$ cat config.mk
export PLATFORM = sky130hd
export DESIGN_NAME = mem_bus_ctrl_flat
export DESIGN_NICKNAME = d
export VERILOG_FILES = /design/src/rtl/mem_bus_ctrl_if.sv /design/src/rtl/mem_bus_ctrl.sv /design/src/flat_wrapper.sv
export SDC_FILE = /design/constraint.sdc
export NUM_CORES = 1
export LEC_CHECK = 0
export CORE_AREA = 4 4 139 101
export CTS_CLUSTER_SIZE = 10
export DETAILED_ROUTE_END_ITERATION = 12
export DIE_AREA = 0 0 143 105
export PLACE_DENSITY = 0.89
export SLEW_MARGIN = 20
export SYNTH_ARGS = -nofsm -noshare
export SYNTH_HDL_FRONTEND = slang
export SYNTH_SLANG_ARGS = --single-unit
$ cat constraint.sdc
create_clock -name CLK -period 3.2 [get_ports CLK]
set_clock_uncertainty 0.15 [all_clocks]
set_input_delay 0.96 -clock CLK [delete_from_list [all_inputs] [get_ports CLK]]
set_output_delay 0.96 -clock CLK [all_outputs]
set_load 0.02 [all_outputs]
$ cat src/rtl/mem_bus_ctrl_if.sv
// ---------------------------------------------------------------------------
// mem_bus_ctrl_if
// Bundles every signal of the memory bus controller except clock and reset.
//
// Core side      : req, addr, wdata, we, load_choice, sw_choice  (to ctrl)
//                  rdata, ready, err, busy                        (from ctrl)
// Default slave  : ds_A, ds_WD, ds_WE, ds_load_choice, ds_sw_choice (from ctrl)
//                  ds_RD                                           (to ctrl)
// Peripheral     : p_valid, p_addr, p_wdata, p_we                  (from ctrl)
//                  p_rdata, p_ready                                (to ctrl)
//
// modport slave  : the controller's view.
// modport master : the environment (core plus both slaves) around it.
// ---------------------------------------------------------------------------
interface mem_bus_ctrl_if;
    logic        req;
    logic [31:0] addr;
    logic [31:0] wdata;
    logic        we;
    logic [2:0]  load_choice;
    logic [2:0]  sw_choice;
    logic [31:0] rdata;
    logic        ready;
    logic        err;
    logic        busy;

    logic [11:0] ds_A;
    logic [31:0] ds_WD;
    logic        ds_WE;
    logic [2:0]  ds_load_choice;
    logic [2:0]  ds_sw_choice;
    logic [31:0] ds_RD;

    logic        p_valid;
    logic [31:0] p_addr;
    logic [31:0] p_wdata;
    logic        p_we;
    logic [31:0] p_rdata;
    logic        p_ready;

    modport slave (
        input  req, addr, wdata, we, load_choice, sw_choice, ds_RD, p_rdata, p_ready,
        output rdata, ready, err, busy, ds_A, ds_WD, ds_WE, ds_load_choice,
               ds_sw_choice, p_valid, p_addr, p_wdata, p_we
    );

    modport master (
        output req, addr, wdata, we, load_choice, sw_choice, ds_RD, p_rdata, p_ready,
        input  rdata, ready, err, busy, ds_A, ds_WD, ds_WE, ds_load_choice,
               ds_sw_choice, p_valid, p_addr, p_wdata, p_we
    );
endinterface

$ cat src/rtl/mem_bus_ctrl.sv
// ---------------------------------------------------------------------------
// mem_bus_ctrl
// Multi-cycle bus controller between the core load/store path and the
// memory-mapped slaves. Latches one request, checks alignment, then runs the
// access on the fixed-latency default slave (BRAM) or on the valid/ready
// peripheral port, and finishes with a one-cycle ready or err pulse.
//
// Ports:
//   CLK  - clock, rising edge
//   RST  - asynchronous active-low reset
//   bus  - mem_bus_ctrl_if.slave (core, default-slave and peripheral signals)
//
// Parameters:
//   PERIPH_NIBBLE - addr[31:28] value routed to the peripheral port
//   DS_WAIT       - extra default-slave wait cycles (0..15)
//   TIMEOUT       - peripheral wait limit (only with BUS_TIMEOUT_EN)
//
// Optional feature macro: BUS_TIMEOUT_EN - abort peripheral accesses that
// see no p_ready for TIMEOUT cycles.
// ---------------------------------------------------------------------------
module mem_bus_ctrl #(
    parameter logic [3:0] PERIPH_NIBBLE = 4'h4,
    parameter int         DS_WAIT       = 0,
    parameter int         TIMEOUT       = 255
) (
    input logic          CLK,
    input logic          RST,
    mem_bus_ctrl_if.slave bus
);

    typedef enum logic [2:0] {
        IDLE,
        DS_ISSUE,
        DS_WAIT_ST,
        DS_READ,
        PERIPH,
        DONE,
        ERR
    } state_t;

    localparam logic [3:0] DS_WAIT_L = 4'(DS_WAIT);

    state_t      state_q, state_d;
    logic [31:0] addr_q;
    logic [31:0] wdata_q;
    logic        we_q;
    logic [2:0]  lc_q;
    logic [2:0]  sc_q;
    logic [31:0] rdata_q, rdata_d;
    logic [3:0]  waitCnt_q, waitCnt_d;
    logic        misaligned;

`ifdef BUS_TIMEOUT_EN
    localparam logic [7:0] TIMEOUT_L = 8'(TIMEOUT);
    logic [7:0]  toCnt_q, toCnt_d;
`endif

    // Request check on the live inputs: unknown choice codes count as
    // misaligned so they end in ERR without touching any slave.
    always_comb begin
        misaligned = 1'b1;
        if (bus.we) begin
            unique case (bus.sw_choice)
                3'b001:  misaligned = 1'b0;
                3'b010:  misaligned = bus.addr[0];
                3'b011:  misaligned = (bus.addr[1:0] != 2'b00);
                default: misaligned = 1'b1;
            endcase
        end else begin
            unique case (bus.load_choice)
                3'b001, 3'b010: misaligned = 1'b0;
                3'b011, 3'b100: misaligned = bus.addr[0];
                3'b111:         misaligned = (bus.addr[1:0] != 2'b00);
                default:        misaligned = 1'b1;
            endcase
        end
    end

    // State register
    always_ff @(posedge CLK or negedge RST) begin
        if (!RST) begin
            state_q   <= IDLE;
            waitCnt_q <= 4'd0;
            rdata_q   <= 32'd0;
`ifdef BUS_TIMEOUT_EN
            toCnt_q   <= 8'd0;
`endif
        end else begin
            state_q   <= state_d;
            waitCnt_q <= waitCnt_d;
            rdata_q   <= rdata_d;
`ifdef BUS_TIMEOUT_EN
            toCnt_q   <= toCnt_d;
`endif
        end
    end

    // Request capture; only an accepted request (IDLE with req) loads these.
    always_ff @(posedge CLK or negedge RST) begin
        if (!RST) begin
            addr_q  <= 32'd0;
            wdata_q <= 32'd0;
            we_q    <= 1'b0;
            lc_q    <= 3'd0;
            sc_q    <= 3'd0;
        end else if (state_q == IDLE && bus.req) begin
            addr_q  <= bus.addr;
            wdata_q <= bus.wdata;
            we_q    <= bus.we;
            lc_q    <= bus.load_choice;
            sc_q    <= bus.sw_choice;
        end
    end

    // Next-state logic
    always_comb begin
        state_d   = state_q;
        waitCnt_d = waitCnt_q;
        rdata_d   = rdata_q;
`ifdef BUS_TIMEOUT_EN
        toCnt_d   = toCnt_q;
`endif
        unique case (state_q)
            IDLE: begin
`ifdef BUS_TIMEOUT_EN
                toCnt_d = 8'd0;
`endif
                if (bus.req) begin
                    if (misaligned)
                        state_d = ERR;
                    else if (bus.addr[31:28] == PERIPH_NIBBLE)
                        state_d = PERIPH;
                    else
                        state_d = DS_ISSUE;
                end
            end
            DS_ISSUE: begin
                waitCnt_d = 4'd0;
                state_d   = (DS_WAIT > 0) ? DS_WAIT_ST : DS_READ;
            end
            DS_WAIT_ST: begin
                if (waitCnt_q == DS_WAIT_L - 4'd1)
                    state_d = DS_READ;
                else
                    waitCnt_d = waitCnt_q + 4'd1;
            end
            DS_READ: begin
                if (!we_q)
                    rdata_d = bus.ds_RD;
                state_d = DONE;
            end
            PERIPH: begin
                // p_ready is tested first so it wins over a same-cycle expiry.
                if (bus.p_ready) begin
                    if (!we_q)
                        rdata_d = bus.p_rdata;
                    state_d = DONE;
                end
`ifdef BUS_TIMEOUT_EN
                else if (toCnt_q == TIMEOUT_L - 8'd1)
                    state_d = ERR;
                else
                    toCnt_d = toCnt_q + 8'd1;
`endif
            end
            DONE:    state_d = IDLE;
            ERR:     state_d = IDLE;
            default: state_d = IDLE;
        endcase
    end

    // Output decode; strobes come straight from state_q so an async reset
    // removes them at once.
    always_comb begin
        bus.ready          = (state_q == DONE);
        bus.err            = (state_q == ERR);
        bus.busy           = (state_q != IDLE);
        bus.ds_WE          = (state_q == DS_ISSUE) && we_q;
        bus.ds_load_choice = (state_q == DS_READ) ? lc_q : 3'd0;
        bus.p_valid        = (state_q == PERIPH);
    end

    assign bus.rdata        = rdata_q;
    assign bus.ds_A         = addr_q[13:2];
    assign bus.ds_WD        = wdata_q;
    assign bus.ds_sw_choice = sc_q;
    assign bus.p_addr       = addr_q;
    assign bus.p_wdata      = wdata_q;
    assign bus.p_we         = we_q;

endmodule

$ cat src/flat_wrapper.sv
// flat-port wrapper written by rule: the top's interface ports become plain ports
module mem_bus_ctrl_flat 
#(
    parameter logic [3:0] PERIPH_NIBBLE = 4'h4,
    parameter int         DS_WAIT       = 0,
    parameter int         TIMEOUT       = 255
)
  (CLK, RST, bus_req, bus_addr, bus_wdata, bus_we, bus_load_choice, bus_sw_choice, bus_ds_RD, bus_p_rdata, bus_p_ready, bus_rdata, bus_ready, bus_err, bus_busy, bus_ds_A, bus_ds_WD, bus_ds_WE, bus_ds_load_choice, bus_ds_sw_choice, bus_p_valid, bus_p_addr, bus_p_wdata, bus_p_we);
  mem_bus_ctrl_if bus_i ();
  input logic CLK;
  input logic RST;
  input wire logic [$bits(bus_i.req)-1:0] bus_req;
  input wire logic [$bits(bus_i.addr)-1:0] bus_addr;
  input wire logic [$bits(bus_i.wdata)-1:0] bus_wdata;
  input wire logic [$bits(bus_i.we)-1:0] bus_we;
  input wire logic [$bits(bus_i.load_choice)-1:0] bus_load_choice;
  input wire logic [$bits(bus_i.sw_choice)-1:0] bus_sw_choice;
  input wire logic [$bits(bus_i.ds_RD)-1:0] bus_ds_RD;
  input wire logic [$bits(bus_i.p_rdata)-1:0] bus_p_rdata;
  input wire logic [$bits(bus_i.p_ready)-1:0] bus_p_ready;
  output wire logic [$bits(bus_i.rdata)-1:0] bus_rdata;
  output wire logic [$bits(bus_i.ready)-1:0] bus_ready;
  output wire logic [$bits(bus_i.err)-1:0] bus_err;
  output wire logic [$bits(bus_i.busy)-1:0] bus_busy;
  output wire logic [$bits(bus_i.ds_A)-1:0] bus_ds_A;
  output wire logic [$bits(bus_i.ds_WD)-1:0] bus_ds_WD;
  output wire logic [$bits(bus_i.ds_WE)-1:0] bus_ds_WE;
  output wire logic [$bits(bus_i.ds_load_choice)-1:0] bus_ds_load_choice;
  output wire logic [$bits(bus_i.ds_sw_choice)-1:0] bus_ds_sw_choice;
  output wire logic [$bits(bus_i.p_valid)-1:0] bus_p_valid;
  output wire logic [$bits(bus_i.p_addr)-1:0] bus_p_addr;
  output wire logic [$bits(bus_i.p_wdata)-1:0] bus_p_wdata;
  output wire logic [$bits(bus_i.p_we)-1:0] bus_p_we;
  assign bus_i.req = bus_req;
  assign bus_i.addr = bus_addr;
  assign bus_i.wdata = bus_wdata;
  assign bus_i.we = bus_we;
  assign bus_i.load_choice = bus_load_choice;
  assign bus_i.sw_choice = bus_sw_choice;
  assign bus_i.ds_RD = bus_ds_RD;
  assign bus_i.p_rdata = bus_p_rdata;
  assign bus_i.p_ready = bus_p_ready;
  assign bus_rdata = bus_i.rdata;
  assign bus_ready = bus_i.ready;
  assign bus_err = bus_i.err;
  assign bus_busy = bus_i.busy;
  assign bus_ds_A = bus_i.ds_A;
  assign bus_ds_WD = bus_i.ds_WD;
  assign bus_ds_WE = bus_i.ds_WE;
  assign bus_ds_load_choice = bus_i.ds_load_choice;
  assign bus_ds_sw_choice = bus_i.ds_sw_choice;
  assign bus_p_valid = bus_i.p_valid;
  assign bus_p_addr = bus_i.p_addr;
  assign bus_p_wdata = bus_i.p_wdata;
  assign bus_p_we = bus_i.p_we;
  mem_bus_ctrl #(.PERIPH_NIBBLE(PERIPH_NIBBLE), .DS_WAIT(DS_WAIT), .TIMEOUT(TIMEOUT)) u_core (.CLK(CLK), .RST(RST), .bus(bus_i));
endmodule
==> results.yml, run 1 <==
route:
  ant_nets: 0
  wl_per_cell_um: 16.8
  vias: 3842
  drt-total-wl_um: 13500
  via_per_inst: 4.78
  dr.pass1.iters: 4
  drt_iter0_markers: 76
  drc_errors: 0
logic_synthesis:
  yosysSeqAreaShare: 0.550
  netlist_instances: 391
  ys.flop_type: "dfrtp_1"
  synth.area.top_cells: "dfrtp_1 55%, mux2_2 15%, mux2i_1 6.8%, buf_4 6.8%, a21oi_1 3.8%"
  synth_top_cells_by_count: "110 x dfrtp_1, 66 x mux2_2, 45 x buf_4"
  synth.most_common_cell: "dfrtp_1"
  syn_area_mm2: 0.00500
  async_flop_share: 1.00
  ys_warn_count: 0
  synth_edf_count: 0
  synthDistinctLibCells: 33
  avgSynthCellArea_um2: 12.8
  syn-num-nets: 531
  ys_ff_latch: 110
  yosysTopAreaCell: "dfrtp_1"
  yosysTopAreaCellShare: 0.550
sta:
  slew_headroom: 0.583
  hold_viol_final: 0
  worst_pin_slew_ns: 0.626
  max_clock_freq_mhz: 328
  period_needed_ns: 3.05
  slew_violations: 0
  tns_ns: 0
  rsz0062_at_grt: "no"
  min_period_over_period: 0.953
  setup-violations-final: 0
placement:
  dpl.cell_count: 788
  placed_area_mm2: 0.00770
  dpl.hpwl_um: 10700
  io_buffers: 290
  place_congestion: 0.755
critical_path:
  worstPathRequired_ns: 2.09
  ff2ff_path_depth: 7
  r2r_slack_ns: 0.79
  crit_path_end_kind: "primary output"
  cp_cell_sequence: "nor2_1 -> and3_1 -> clkdlybuf4s50_1"
  critical_path.slowest_cell: "clkdlybuf4s50_1"
  critPathMaxStageDelay_ns: 0.62
  cp.arrival_ns: 1.94
  worst-path-max-fanout: 10
  crit_type: "flip-flop to primary output"
  cp-start-kind: "flip-flop"
global_routing:
  grt_pass1_vias: 4134
  use_met1: 0.187
  antenna_found_initial: 0
  grt_use_met2: 0.305
  grt_max_degree: 73
  grt_pass1_wl_um: 20800
  grt_usage: 0.173
  top_usage_layer: "met2"
  grt_use_met3: 0.0727
  overflow: 0
power_and_ir_drop:
  power.density_mw_per_mm2: 1070
  vdd_drop_max_uv: 640
  power_leakage_nw: 3.20
final_layout:
  instances_no_fill: 804
  diodes: 0
  layout.nets: 773
  final_core_util: 0.624
  drive_gt1_frac: 0.150
  syn_to_final_growth_pct: 60.0
  fill_cells: 993
  design_area_mm2: 0.00801
floorplanning:
  io_pins: 291
  dieArea_mm2: 0.0150
  initial_core_util: 0.390
  rows: 35
  core_area_mm2: 0.0128
  fp.dieH_um: 105
  die-width_um: 143
clock_network:
  cts_tree: "done"
  post_cts_buffers: 0
  root_buffer: "clkbuf_16"
  clkSlewWorstSetupHoldPaths_ns: 0.07
  clk_latency_ns: 0.33
  cts-htree-levels: 3
  ctsLongestPathBuffers: 2
  cts.sinks: 110
  cts-buffers-inserted: 9
worst_hold_path:
  holdCritPathClass: "flip-flop to flip-flop"
  whs_path_depth: 1
outcome:
  outcome: "complete, no violations"
run:
  maxCapViolations: 0
[layer usage]
layer / up-vias / share of wire
met2: 184 / 0.50
met3: 22 / 0.10
met5: - / 0
met1: 1841 / 0.37
met4: 0 / 0.023
li1: 1795 / -
[state kept, by name, summed over array words and instances (netlist names)]
name                     flops
u_core.bus.ds_WD            32
u_core.bus.p_addr           32
u_core.bus.rdata            32
u_core.waitCnt_q             4
u_core.bus.ds_sw_choice      3
u_core.lc_q                  3
u_core.state_q               3
u_core.bus.p_we              1
[cell families after synthesis]
group                    count (synthesis)  synth area share
flip-flops                             110             0.550
multiplexers                           105             0.228
buffers and inverters                   65            0.0998
AND/OR/NAND/NOR                         63            0.0665
AO/OA/AOI/OAI                           45            0.0498
XOR/XNOR                                 2           0.00350
adder cells (fa/ha/maj)                  1           0.00250
[what timing repair did]
item,in CTS,in global routing
hold buffers,0,0
setup endpoints to repair,0,3
resized for setup,0,1
[path summary, 6_finish.rpt]
| kind | startpoint | to |
|---|---|---|
| max | u_core.state_q[2]$_DFFE_PN0P_ | bus_ds_WE |
| min | u_core.lc_q[2]$_DFFE_PN0P_ | u_core.lc_q[2]$_DFFE_PN0P_ |
| max reg2reg | u_core.state_q[2]$_DFFE_PN0P_ | u_core.bus.rdata[29]$_DFFE_PN0P_ |
| min reg2reg | u_core.lc_q[2]$_DFFE_PN0P_ | u_core.lc_q[2]$_DFFE_PN0P_ |
| max in group asynchronous | RST | u_core.bus.p_addr[29]$_DFFE_PN0P_ |
| min in group asynchronous | RST | u_core.bus.ds_WD[11]$_DFFE_PN0P_ |
[area by class of cell]
class	instances	area [um2]	share of cell area
multi-input cells	216	1760	0.220
repair buffers	295	2980	0.372
well taps	166	208	0.0259
flip-flops and latches	110	2750	0.344
clock inverters	6	67.6	0.00844
inverters	1	3.75	0.000469
clock buffers	10	239	0.0299
[per-stage QoR]
step	power [mW]	hold slack (ns)	worst slack, ns
floorplan	5.44	0.322	0.975
global placement	7.33	0.333	0.444
detailed placement	7.49	0.341	0.357
CTS	8.67	0.357	0.0611
global route	9.04	0.370	0.0308
finish	8.54	0.352	0.150
[layout by cell type, fill, tap and decap left out, drive strengths merged]
| master | instances |
|---|---|
| o31ai | 1 |
| a21oi | 39 |
| nor2b | 1 |
| nor3 | 1 |
| nor3b | 3 |
| or3 | 1 |
| mux2 | 71 |
| mux2i | 34 |
| inv | 3 |
| a211oi | 1 |
| bufinv | 1 |
| clkbuf | 10 |
| nand2 | 8 |
| nor4b | 1 |
| or2 | 1 |
| or4b | 1 |
| nor2 | 37 |
| o21ai | 2 |
| and3 | 2 |
| and3b | 3 |
| ha | 1 |
| a211o | 1 |
| o221ai | 1 |
| nand4 | 1 |
| clkdlybuf4s50 | 289 |
| clkinv | 1 |
| and2 | 3 |
| xor2 | 2 |
| buf | 6 |
| dfrtp | 110 |
| clkinvlp | 2 |
[critical path: cells and delay by family, from the launching register on]
family,cells,cell delay (ns)
buffers and inverters,1,0.62
AND/OR/NAND/NOR,2,0.50
flip-flops,1,0.49
[where the power goes]
| part | switching (mW) | internal, mW |
|---|---|---|
| combinational | 2.33 | 2.49 |
| clock | 0.499 | 0.633 |
| sequential | 0.487 | 2.10 |
No activity file was read; power rests on OpenSTA's default activity.
==> inputs of run 2 (changes only) <==
--- a/config.mk
+++ b/config.mk
@@ -10,6 +10,7 @@
 export DETAILED_ROUTE_END_ITERATION = 12
 export DIE_AREA = 0 0 143 105
 export PLACE_DENSITY = 0.89
+export SETUP_SLACK_MARGIN = 0.3
 export SLEW_MARGIN = 20
 export SYNTH_ARGS = -nofsm -noshare
 export SYNTH_HDL_FRONTEND = slang
==> run 2 against run 1 <==
Net effect:
- sequential share of layout area barely moved
- worst setup slack improved by 0.26 ns
- via count grew 0.10%
- core utilization is essentially flat
- final cell count did not move
- die area is the same
- critical path type unchanged
- largest cell class unchanged
- largest power group unchanged
- highest routed layer unchanged
==> results.yml, run 2 (synthesis gave the netlist of run 1 again) <==
sta:
  min_period_over_period: 0.871
  setup-violations-final: 0
  max_clock_freq_mhz: 359
  tns_ns: 0
  setup_ws_ns: 0.411
  slew_headroom: 0.582
  hold_slack_ns: 0.354
  worst_pin_slew_ns: 0.627
  period_needed_ns: 2.79
  hold_viol_final: 0
  slew_violations: 0
  rsz0062_at_grt: "no"
clock_network:
  cts_tree: "done"
  clk_latency_ns: 0.33
  ctsLongestPathBuffers: 2
  cts-htree-levels: 3
  root_buffer: "clkbuf_16"
  cts.sinks: 110
  clkSlewWorstSetupHoldPaths_ns: 0.07
  cts-buffers-inserted: 9
  post_cts_buffers: 0
critical_path:
  cp-start-kind: "flip-flop"
  worstPathRequired_ns: 2.09
  cp_cell_sequence: "and3b_1 -> clkdlybuf4s50_1"
  crit_type: "flip-flop to primary output"
  worst-path-max-fanout: 9
  critPathMaxStageDelay_ns: 0.63
  r2r_slack_ns: 0.83
  critical_path.slowest_cell: "clkdlybuf4s50_1"
  cp.arrival_ns: 1.68
  crit_path_end_kind: "primary output"
worst_hold_path:
  holdCritPathClass: "flip-flop to flip-flop"
route:
  wl_per_cell_um: 16.8
  ant_nets: 0
  vias: 3846
  drt-total-wl_um: 13500
  drt_iter0_markers: 77
  via_per_inst: 4.78
  dr.pass1.iters: 4
  drc_errors: 0
placement:
  place_congestion: 0.755
  io_buffers: 290
  dpl.hpwl_um: 10700
  dp_slack_ns: 0.357
run:
  maxCapViolations: 0
power_and_ir_drop:
  power_leakage_nw: 3.23
  power.density_mw_per_mm2: 1070
  vdd_drop_max_uv: 640
global_routing:
  grt_pass1_wl_um: 20800
  grt_max_degree: 73
  grt_pass1_vias: 4122
  overflow: 0
  antenna_found_initial: 0
  grt_usage: 0.173
floorplanning:
  rows: 35
  io_pins: 291
  dieArea_mm2: 0.0150
  initial_core_util: 0.390
  core_area_mm2: 0.0128
  fp.dieH_um: 105
  die-width_um: 143
final_layout:
  fill_cells: 999
  drive_gt1_frac: 0.155
  diodes: 0
  final_common_cell: "clkdlybuf4s50_1"
  syn_to_final_growth_pct: 59.9
  most-common-layout-cells: "282 x clkdlybuf4s50_1, 108 x dfrtp_1, 66 x mux2_2"
  layout.nets: 773
outcome:
  outcome: "complete, no violations"
run 2: worst paths after layout:
kind                                                     from  depth (start not counted)                          endpoint
max in group asynchronous                                 RST                          2     u_core.state_q[2]$_DFFE_PN0P_
worst min register to register     u_core.lc_q[2]$_DFFE_PN0P_                          1        u_core.lc_q[2]$_DFFE_PN0P_
worst min-delay path               u_core.lc_q[2]$_DFFE_PN0P_                          1        u_core.lc_q[2]$_DFFE_PN0P_
min in group asynchronous                                 RST                          1  u_core.bus.ds_WD[11]$_DFFE_PN0P_
worst max register to register  u_core.state_q[0]$_DFFE_PN0P_                          8  u_core.bus.rdata[29]$_DFFE_PN0P_
worst max-delay path            u_core.state_q[1]$_DFFE_PN0P_                          2                         bus_ready
run 2: power by group:
| part | total [mW] | switching [mW] | internal [mW] |
|---|---|---|---|
| clock | 1.13 | 0.500 | 0.633 |
| sequential | 2.60 | 0.492 | 2.10 |
| combinational | 4.80 | 2.33 | 2.47 |
| total | 8.53 | 3.32 | 5.21 |
run 2: layer usage:
layer	part of all wire	GRT usage	up-vias
li1	-	-	1794
met1	0.37	0.188	1848
met2	0.51	0.306	184
met3	0.10	0.0723	20
met4	0.022	0.0543	0
met5	0	0	-
run 2: cell type report:
type                            count  area (um2)  area share
Tap cell                          166         208      0.0260
Clock inverter                      6        67.6     0.00844
Clock buffer                       10         239      0.0299
Timing Repair Buffer              295        2970       0.371
Multi-Input combinational cell    216        1760       0.220
Sequential cell                   110        2760       0.344
Inverter                            1        3.75    0.000469
run 2: worst max-delay path, delay by kind of cell, from the launching register on:
family / cells / cell delay [ns]
buffers and inverters: 1 / 0.63
DFF: 1 / 0.48
and+or+nand+nor: 1 / 0.23
run 2: stage by stage:
stage | cell area, um2 | utilization | cells | power, mW
final | 8000 | 0.624 | 804 | 8.53
after CTS | 8000 | 0.624 | 804 | 8.65
after detailed placement | 7700 | 0.600 | 788 | 7.49
after floorplan | 5000 | - | 391 | 5.44
after global routing | 8000 | 0.624 | 804 | 9.02
after global placement | 7700 | 0.600 | 788 | 7.33
run 2: repair_timing:
| item | 4_1_cts | 5_1_grt |
|---|---|---|
| hold buffers | 0 | 0 |
| setup endpoints to repair | 7 | 0 |
| resized for setup | 11 | 0 |
